--- src/rtl/inst_sram_resp_pkg.sv ---
// Shared defines for the instruction-SRAM responder: FSM encodings, the nop
// word that stands in for a timed-out beat, and the line-buffer layout.
package inst_sram_resp_pkg;

    localparam logic [1:0] S_IDLE  = 2'd0;
    localparam logic [1:0] S_BEAT0 = 2'd1;
    localparam logic [1:0] S_BEAT1 = 2'd2;

    localparam logic [31:0] NOP_WORD = 32'h0000_0000;

    typedef struct packed {
        logic [31:0] hi;
        logic [31:0] lo;
    } line_t;

    // Word address of one beat of an 8-byte line.
    function automatic logic [31:0] beat_addr(input logic [28:0] base, input logic hi);
        return {base, hi, 2'b00};
    endfunction

endpackage

--- src/rtl/inst_sram_resp_if.sv ---
// Fetch-side and backing-memory-side signals of the instruction-SRAM responder.
interface inst_sram_resp_if;
    logic        inst_sram_en;
    logic [3:0]  inst_sram_wen;
    logic [31:0] inst_sram_addr;
    logic [31:0] inst_sram_wdata;
    logic [63:0] inst_sram_rdata;
    logic        stall_req;
    logic        mem_req;
    logic [31:0] mem_addr;
    logic        mem_ack;
    logic [31:0] mem_rdata;
    logic        err;

    // Responder side.
    modport slave (
        input  inst_sram_en, inst_sram_wen, inst_sram_addr, inst_sram_wdata,
        input  mem_ack, mem_rdata,
        output inst_sram_rdata, stall_req, mem_req, mem_addr, err
    );

    // Environment side: the fetch requester plus the backing memory.
    modport master (
        output inst_sram_en, inst_sram_wen, inst_sram_addr, inst_sram_wdata,
        output mem_ack, mem_rdata,
        input  inst_sram_rdata, stall_req, mem_req, mem_addr, err
    );
endinterface

--- src/rtl/inst_sram_beat_timer.sv ---
// Per-beat wait counter: cleared at each beat start, flags expiry when
// MEM_TIMEOUT cycles of a beat have elapsed with no ack.
module inst_sram_beat_timer #(
    parameter int unsigned MEM_TIMEOUT = 255
) (
    input  logic clk,
    input  logic resetn,
    input  logic i_start,
    input  logic i_active,
    input  logic i_ack,
    output logic o_expire
);

    localparam logic [7:0] LAST_CNT = 8'(MEM_TIMEOUT - 1);

    logic [7:0] r_cnt;

    // Expire in the last allowed cycle of a beat unless the ack arrives in it.
    assign o_expire = i_active && !i_ack && (r_cnt == LAST_CNT);

    // Count cycles spent waiting in the current beat; saturate at the limit.
    always_ff @(posedge clk) begin
        if (!resetn) begin
            r_cnt <= 8'd0;
        end else if (i_start) begin
            r_cnt <= 8'd0;
        end else if (i_active && (r_cnt != LAST_CNT)) begin
            r_cnt <= r_cnt + 8'd1;
        end
    end

endmodule

--- src/rtl/inst_sram_resp.sv ---
// Instruction-SRAM responder: serves 64-bit fetch lines from a one-line buffer
// filled by two word beats from the backing memory.
// Optional feature: define INST_SRAM_LINE_HIT_EN to keep the line for reuse;
// otherwise the line is dropped after each served fetch.
module inst_sram_resp
    import inst_sram_resp_pkg::*;
#(
    parameter int unsigned MEM_TIMEOUT = 255
) (
    input  logic             clk,
    input  logic             resetn,
    inst_sram_resp_if.slave  io_bus
);

    logic [1:0]  r_state, w_state_nxt;
    logic [28:0] r_base, w_base_nxt;
    logic [28:0] r_tag, w_tag_nxt;
    logic        r_line_valid, w_line_valid_nxt;
    line_t       r_line, w_line_nxt;
    logic        r_err, w_err_nxt;

    logic        w_hit, w_miss, w_in_beat, w_expire, w_advance, w_timer_start;
    logic [31:0] w_word;
    logic        w_unused;

    // Write enables/data and the in-line byte offset never affect the fetch.
    assign w_unused = ^{io_bus.inst_sram_wen, io_bus.inst_sram_wdata, io_bus.inst_sram_addr[2:0]};

    assign w_hit     = (r_state == S_IDLE) && r_line_valid
                       && (r_tag == io_bus.inst_sram_addr[31:3]);
    assign w_miss    = (r_state == S_IDLE) && io_bus.inst_sram_en && !w_hit;
    assign w_in_beat = (r_state == S_BEAT0) || (r_state == S_BEAT1);
    assign w_advance = w_in_beat && (io_bus.mem_ack || w_expire);
    assign w_word    = io_bus.mem_ack ? io_bus.mem_rdata : NOP_WORD;

    assign w_timer_start = (r_state == S_IDLE) || ((r_state == S_BEAT0) && w_advance);

    inst_sram_beat_timer #(
        .MEM_TIMEOUT (MEM_TIMEOUT)
    ) u_beat_timer (
        .clk      (clk),
        .resetn   (resetn),
        .i_start  (w_timer_start),
        .i_active (w_in_beat),
        .i_ack    (io_bus.mem_ack),
        .o_expire (w_expire)
    );

    // Fill sequencing: latch the line base on a miss, then collect two beats.
    always_comb begin
        w_state_nxt      = r_state;
        w_base_nxt       = r_base;
        w_tag_nxt        = r_tag;
        w_line_valid_nxt = r_line_valid;
        w_line_nxt       = r_line;
        w_err_nxt        = r_err;
        case (r_state)
            S_IDLE: begin
                if (w_miss) begin
                    w_state_nxt = S_BEAT0;
                    w_base_nxt  = io_bus.inst_sram_addr[31:3];
                end
`ifndef INST_SRAM_LINE_HIT_EN
                else if (io_bus.inst_sram_en) begin
                    // Served a hit this cycle; force the next request to refetch.
                    w_line_valid_nxt = 1'b0;
                end
`endif
            end
            S_BEAT0: begin
                if (w_advance) begin
                    w_line_nxt.lo = w_word;
                    w_state_nxt   = S_BEAT1;
                    if (!io_bus.mem_ack) begin
                        w_err_nxt = 1'b1;
                    end
                end
            end
            S_BEAT1: begin
                if (w_advance) begin
                    w_line_nxt.hi    = w_word;
                    w_line_valid_nxt = 1'b1;
                    w_tag_nxt        = r_base;
                    w_state_nxt      = S_IDLE;
                    if (!io_bus.mem_ack) begin
                        w_err_nxt = 1'b1;
                    end
                end
            end
            default: begin
                w_state_nxt = S_IDLE;
            end
        endcase
    end

    // State and line registers; reset aborts any fill in progress.
    always_ff @(posedge clk) begin
        if (!resetn) begin
            r_state      <= S_IDLE;
            r_base       <= '0;
            r_tag        <= '0;
            r_line_valid <= 1'b0;
            r_line       <= '0;
            r_err        <= 1'b0;
        end else begin
            r_state      <= w_state_nxt;
            r_base       <= w_base_nxt;
            r_tag        <= w_tag_nxt;
            r_line_valid <= w_line_valid_nxt;
            r_line       <= w_line_nxt;
            r_err        <= w_err_nxt;
        end
    end

    // Outputs: line data only ever comes from the line register.
    always_comb begin
        io_bus.inst_sram_rdata = r_line;
        io_bus.stall_req       = io_bus.inst_sram_en && !w_hit;
        io_bus.mem_req         = w_in_beat;
        io_bus.err             = r_err;
        io_bus.mem_addr        = 32'h0;
        if (r_state == S_BEAT0) begin
            io_bus.mem_addr = beat_addr(r_base, 1'b0);
        end else if (r_state == S_BEAT1) begin
            io_bus.mem_addr = beat_addr(r_base, 1'b1);
        end
    end

endmodule

--- src/flat_wrapper.sv ---
// flat-port wrapper written by rule: the top's interface ports become plain ports
module inst_sram_resp_flat import inst_sram_resp_pkg::*;
#(
    parameter int unsigned MEM_TIMEOUT = 255
)
  (clk, resetn, io_bus_inst_sram_en, io_bus_inst_sram_wen, io_bus_inst_sram_addr, io_bus_inst_sram_wdata, io_bus_mem_ack, io_bus_mem_rdata, io_bus_inst_sram_rdata, io_bus_stall_req, io_bus_mem_req, io_bus_mem_addr, io_bus_err);
  inst_sram_resp_if io_bus_i ();
  input  logic clk;
  input  logic resetn;
  input wire logic [$bits(io_bus_i.inst_sram_en)-1:0] io_bus_inst_sram_en;
  input wire logic [$bits(io_bus_i.inst_sram_wen)-1:0] io_bus_inst_sram_wen;
  input wire logic [$bits(io_bus_i.inst_sram_addr)-1:0] io_bus_inst_sram_addr;
  input wire logic [$bits(io_bus_i.inst_sram_wdata)-1:0] io_bus_inst_sram_wdata;
  input wire logic [$bits(io_bus_i.mem_ack)-1:0] io_bus_mem_ack;
  input wire logic [$bits(io_bus_i.mem_rdata)-1:0] io_bus_mem_rdata;
  output wire logic [$bits(io_bus_i.inst_sram_rdata)-1:0] io_bus_inst_sram_rdata;
  output wire logic [$bits(io_bus_i.stall_req)-1:0] io_bus_stall_req;
  output wire logic [$bits(io_bus_i.mem_req)-1:0] io_bus_mem_req;
  output wire logic [$bits(io_bus_i.mem_addr)-1:0] io_bus_mem_addr;
  output wire logic [$bits(io_bus_i.err)-1:0] io_bus_err;
  assign io_bus_i.inst_sram_en = io_bus_inst_sram_en;
  assign io_bus_i.inst_sram_wen = io_bus_inst_sram_wen;
  assign io_bus_i.inst_sram_addr = io_bus_inst_sram_addr;
  assign io_bus_i.inst_sram_wdata = io_bus_inst_sram_wdata;
  assign io_bus_i.mem_ack = io_bus_mem_ack;
  assign io_bus_i.mem_rdata = io_bus_mem_rdata;
  assign io_bus_inst_sram_rdata = io_bus_i.inst_sram_rdata;
  assign io_bus_stall_req = io_bus_i.stall_req;
  assign io_bus_mem_req = io_bus_i.mem_req;
  assign io_bus_mem_addr = io_bus_i.mem_addr;
  assign io_bus_err = io_bus_i.err;
  inst_sram_resp #(.MEM_TIMEOUT(MEM_TIMEOUT)) u_core (.clk(clk), .resetn(resetn), .io_bus(io_bus_i));
endmodule
--- config.mk ---
export PLATFORM = sky130hd
export DESIGN_NAME = inst_sram_resp_flat
export DESIGN_NICKNAME = d
export VERILOG_FILES = /design/src/rtl/inst_sram_resp_pkg.sv /design/src/rtl/inst_sram_resp_if.sv /design/src/rtl/inst_sram_beat_timer.sv /design/src/rtl/inst_sram_resp.sv /design/src/flat_wrapper.sv
export SDC_FILE = /design/constraint.sdc
export NUM_CORES = 1
export LEC_CHECK = 0
export BUFFER_PORTS_ARGS = -buffer_cell sky130_fd_sc_hd__buf_2
export CORE_MARGIN = 1
export CORE_UTILIZATION = 40
export DETAILED_ROUTE_END_ITERATION = 16
export PLACE_DENSITY = 0.68
export SETUP_SLACK_MARGIN = 0.1
export SYNTH_ARGS = -nofsm -noshare
export SYNTH_HDL_FRONTEND = slang
export SYNTH_SLANG_ARGS = --single-unit
export TNS_END_PERCENT = 100
--- constraint.sdc ---
create_clock -name clk -period 5.5 [get_ports clk]
set_input_delay 0.55 -clock clk [delete_from_list [all_inputs] [get_ports clk]]
set_output_delay 0.55 -clock clk [all_outputs]
set_load 0.01 [all_outputs]
==> reports/results.txt <==
Worst min-delay path category: in -> reg
Met2 layer wire length in the routed design: 6.90 mm
Pin count of the biggest net entering global routing: 95
FMAX: 356 MHz
Placed cell count: 987
Hold_buf cts: 0
Global routing usage summed across all routing layers: 20.4%
Top Metal Used: met4
Outcome: finished, final reports clean
Worst skew pair latency: 0.41 ns
End of the worst hold path: u_core.r_base[8]
Highest net fanout along the worst path: 38
Worst setup slack for register-to-register paths: 2.69 ns
Most frequently used cell type in the post-synthesis netlist: nand2_1
Unique cell type count in the Yosys netlist: 30
First-pass detailed-route iteration total: 4
Area overhead of the layout relative to synthesis: 25.7%
Clock Power Share: 41.1%
Clk_skew: 0.00894 ns
Final count of negative-setup-slack endpoints: 0
Die area: 0.0146 mm^2
Sinks on the clock net: 134
Worst flop-to-flop path endpoint: u_core.io_bus.inst_sram_rdata[37]
Shortest clock period the worst path allows after layout: 2.81 ns
Net Sw Frac: 28.3%
Via density per instance: 5.01
Total internal power: 1.89 mW
Number of enable flip-flop cells after synthesis: 0
Die H: 121 um
Count of routing violations after the opening detailed-route iteration: 345
# Post-CTS Setup Buffers: 0
Max VDD drop: 0.216 mV
Clock buffers created by TritonCTS: 17
H-Tree Depth: 4
Combined flip-flop and latch cell area: 0.00268 mm^2
Final period utilization: 51.1%
Max Slew Vio Count: 0
Fin Setup TNS: 0 ns
Endpoint required time on the critical path: 5.84 ns
Number of synthesized register bits: 134
Setup WS pre-CTS: 2.52 ns
Count of nets after finishing: 937
Number of gates given a new drive strength after cts: 0
Combinational share of power: 18.5%
Clk slew on worst S/H paths: 0.05 ns
Initial antenna violation count: 0
Root Buffer Master: clkbuf_16
Post-Synthesis Mean Instance Area: 8.20 um^2
Number of remaining DRC errors: 0
RD Place Congestion: 0.770
Crit path arrival time: 3.15 ns
Nature of the critical path startpoint: flip-flop
I/O pins: 203
Source of the worst register-to-register timing path: u_core.r_state[1]
Post-DP HPWL: 9.19 mm
Met1 layer wirelength in the final routing: 6.82 mm
Max Cap Violations: 0
Number of cell rows: 43
First-pass GRT wire length: 23.3 mm
Leakage power figure: 2.90 nW
Net switching power: 745 uW
Yosys warning count: 0
Share of cells above drive strength 1: 24.6%
Ranking of synthesized cells by area: dfxtp_1, nand2_1, a21oi_1
Hold path depth: 3
Detail Route met3 WL: 706 um
Post-layout instance count excluding filler cells: 1016
Proportion of netlist area held by the largest area contributor: 47.3%
Final routed wirelength across all metal layers: 14.8 mm
TritonCTS clock tree: yes
Endpoints failing hold: 0
Filler instances: 1347
Placeable core region: 0.0138 mm^2
GRT Residual Overflow: 0
Pwr dens: 370 mW/mm^2
Total inserted antenna cells: 0
DR WL/cell: 14.5 um
Most instantiated cells after synthesis: nand2_1, dfxtp_1, a21oi_1, clkbuf_1, nand4_1
Share of synthesized registers carrying an async set or reset: 0%
Min-delay src: io_bus_inst_sram_addr[11]
Kind of end point of the critical path: flip-flop
Number of buffers added on ports: 161
Seq/Total Area, Yosys: 47.3%
Max clock buf depth: 2
Remaining antenna violation count after routing: 0
Combined area of all synthesized cells: 0.00567 mm^2
Slew margin rel.: 30.7%
Biggest area consumer among synthesized cells: dfxtp_1
Smallest hold slack: 0.401 ns
Area of combinational cells with multiple inputs: 0.00274 mm^2
Logic depth of the worst register-to-register path: 7
Final worst setup slack: 2.69 ns
Top_reg_cell synth: dfxtp_1
RSZ-0062 raised after global routing: false
Kind of critical path: reg -> reg
Effective utilization at floorplan: 41.0%
Overall die width: 121 um
Number of standard cells after synthesis: 691
Final total power: 2.63 mW
Sequential fraction of design power: 40.3%
Via count of the first global-routing pass: 4561
Slew at the pin closest to its max-slew limit: 1.04 ns
Vias post-DR: 5086
[worst max-delay path, cell delays in order (launching register included)]
cell	delay [ns]
dfxtp_1	0.39
inv_1	0.10
ha_1	0.35
buf_4	0.41
and3_2	0.70
buf_4	0.46
nand3_1	0.15
a21oi_1	0.16
[through the flow]
stage                     util, %  instance area (um^2)
after detailed placement     47.4                  6550
after floorplan                 -                  5670
after global placement       47.4                  6550
after CTS                    51.5                  7120
after global routing         51.5                  7120
final                        51.5                  7120
[power by group through the flow]
stage / logic, mW / clock network, mW / registers (mW)
after floorplan: 0.321 / 0 / 1.08
final: 0.488 / 1.08 / 1.06
after CTS: 0.493 / 1.10 / 1.06
after detailed placement: 0.492 / 0 / 1.08
after global routing: 0.537 / 1.15 / 1.07
after global placement: 0.489 / 0 / 1.08
[cell families (layout without fill, tap and decap cells)]
| kind of cell | after synthesis | in the layout | share of synthesized area (%) |
|---|---|---|---|
| compound gates | 106 | 106 | 9.87 |
| buf+inv | 64 | 208 | 4.81 |
| xor+xnor | 36 | 36 | 5.57 |
| simple gates | 313 | 313 | 25.5 |
| flops | 134 | 134 | 47.3 |
| fa+ha+maj | 7 | 7 | 1.55 |
| other cells | 1 | 2 | 0.0662 |
| mux | 30 | 30 | 5.30 |
[how the worst max path moves through the flow]
stage                           start                           endpoint  cells after the start
floorplan           u_core.r_state[1]                io_bus_mem_addr[21]                      7
global placement       io_bus_mem_ack  u_core.io_bus.inst_sram_rdata[37]                      8
detailed placement     io_bus_mem_ack  u_core.io_bus.inst_sram_rdata[37]                      8
CTS                 u_core.r_state[1]  u_core.io_bus.inst_sram_rdata[37]                      7
global route        u_core.r_state[1]  u_core.io_bus.inst_sram_rdata[62]                      7
finish              u_core.r_state[1]  u_core.io_bus.inst_sram_rdata[37]                      7
[sequential cells by signal, indices dropped and copies added (netlist names)]
signal                         count
u_core.io_bus.inst_sram_rdata     64
u_core.r_base                     29
u_core.r_tag                      29
u_core.u_beat_timer.r_cnt          8
u_core.r_state                     2
u_core.io_bus.err                  1
u_core.r_line_valid                1
[final cells by class]
type	instances	area share (%)
clock inverter	3	0.562
tap	180	3.16
sequential	134	37.7
inverter	8	0.422
clock buffer	26	7.43
multi-input combinational	494	38.4
timing repair buffer	171	12.4
[layer usage]
metal | up-vias | GRT usage [%]
li1 | 2583 | -
met1 | 2336 | 26.5
met2 | 140 | 32.1
met3 | 27 | 4.23
met4 | 0 | 10.0
met5 | - | 0
[placed cells by master (no fill, tap or decap)]
| master | count |
|---|---|
| inv_2 | 1 |
| nand3_2 | 1 |
| o21bai_1 | 1 |
| a311oi_1 | 1 |
| a31oi_1 | 1 |
| xor2_1 | 4 |
| xnor2_1 | 32 |
| clkinv_2 | 2 |
| nor4_4 | 2 |
| o2111ai_1 | 1 |
| clkbuf_16 | 17 |
| mux2i_1 | 30 |
| a211oi_4 | 1 |
| bufinv_16 | 1 |
| and3_1 | 2 |
| a211oi_1 | 2 |
| nor2b_1 | 29 |
| o21ai_2 | 1 |
| o21a_1 | 1 |
| buf_4 | 10 |
| nand4_1 | 42 |
| nor2_1 | 13 |
| nand3_1 | 36 |
| buf_2 | 161 |
| and2_1 | 1 |
| conb_1 | 2 |
| and3_2 | 1 |
| nor2_2 | 1 |
| clkbuf_1 | 2 |
| inv_1 | 7 |
| ha_1 | 7 |
| a2111oi_0 | 1 |
| clkbuf_8 | 7 |
| nand2_1 | 185 |
| o21ai_1 | 1 |
| a21oi_1 | 95 |
| dfxtp_1 | 134 |
Power figures use the tool's default switching activity.
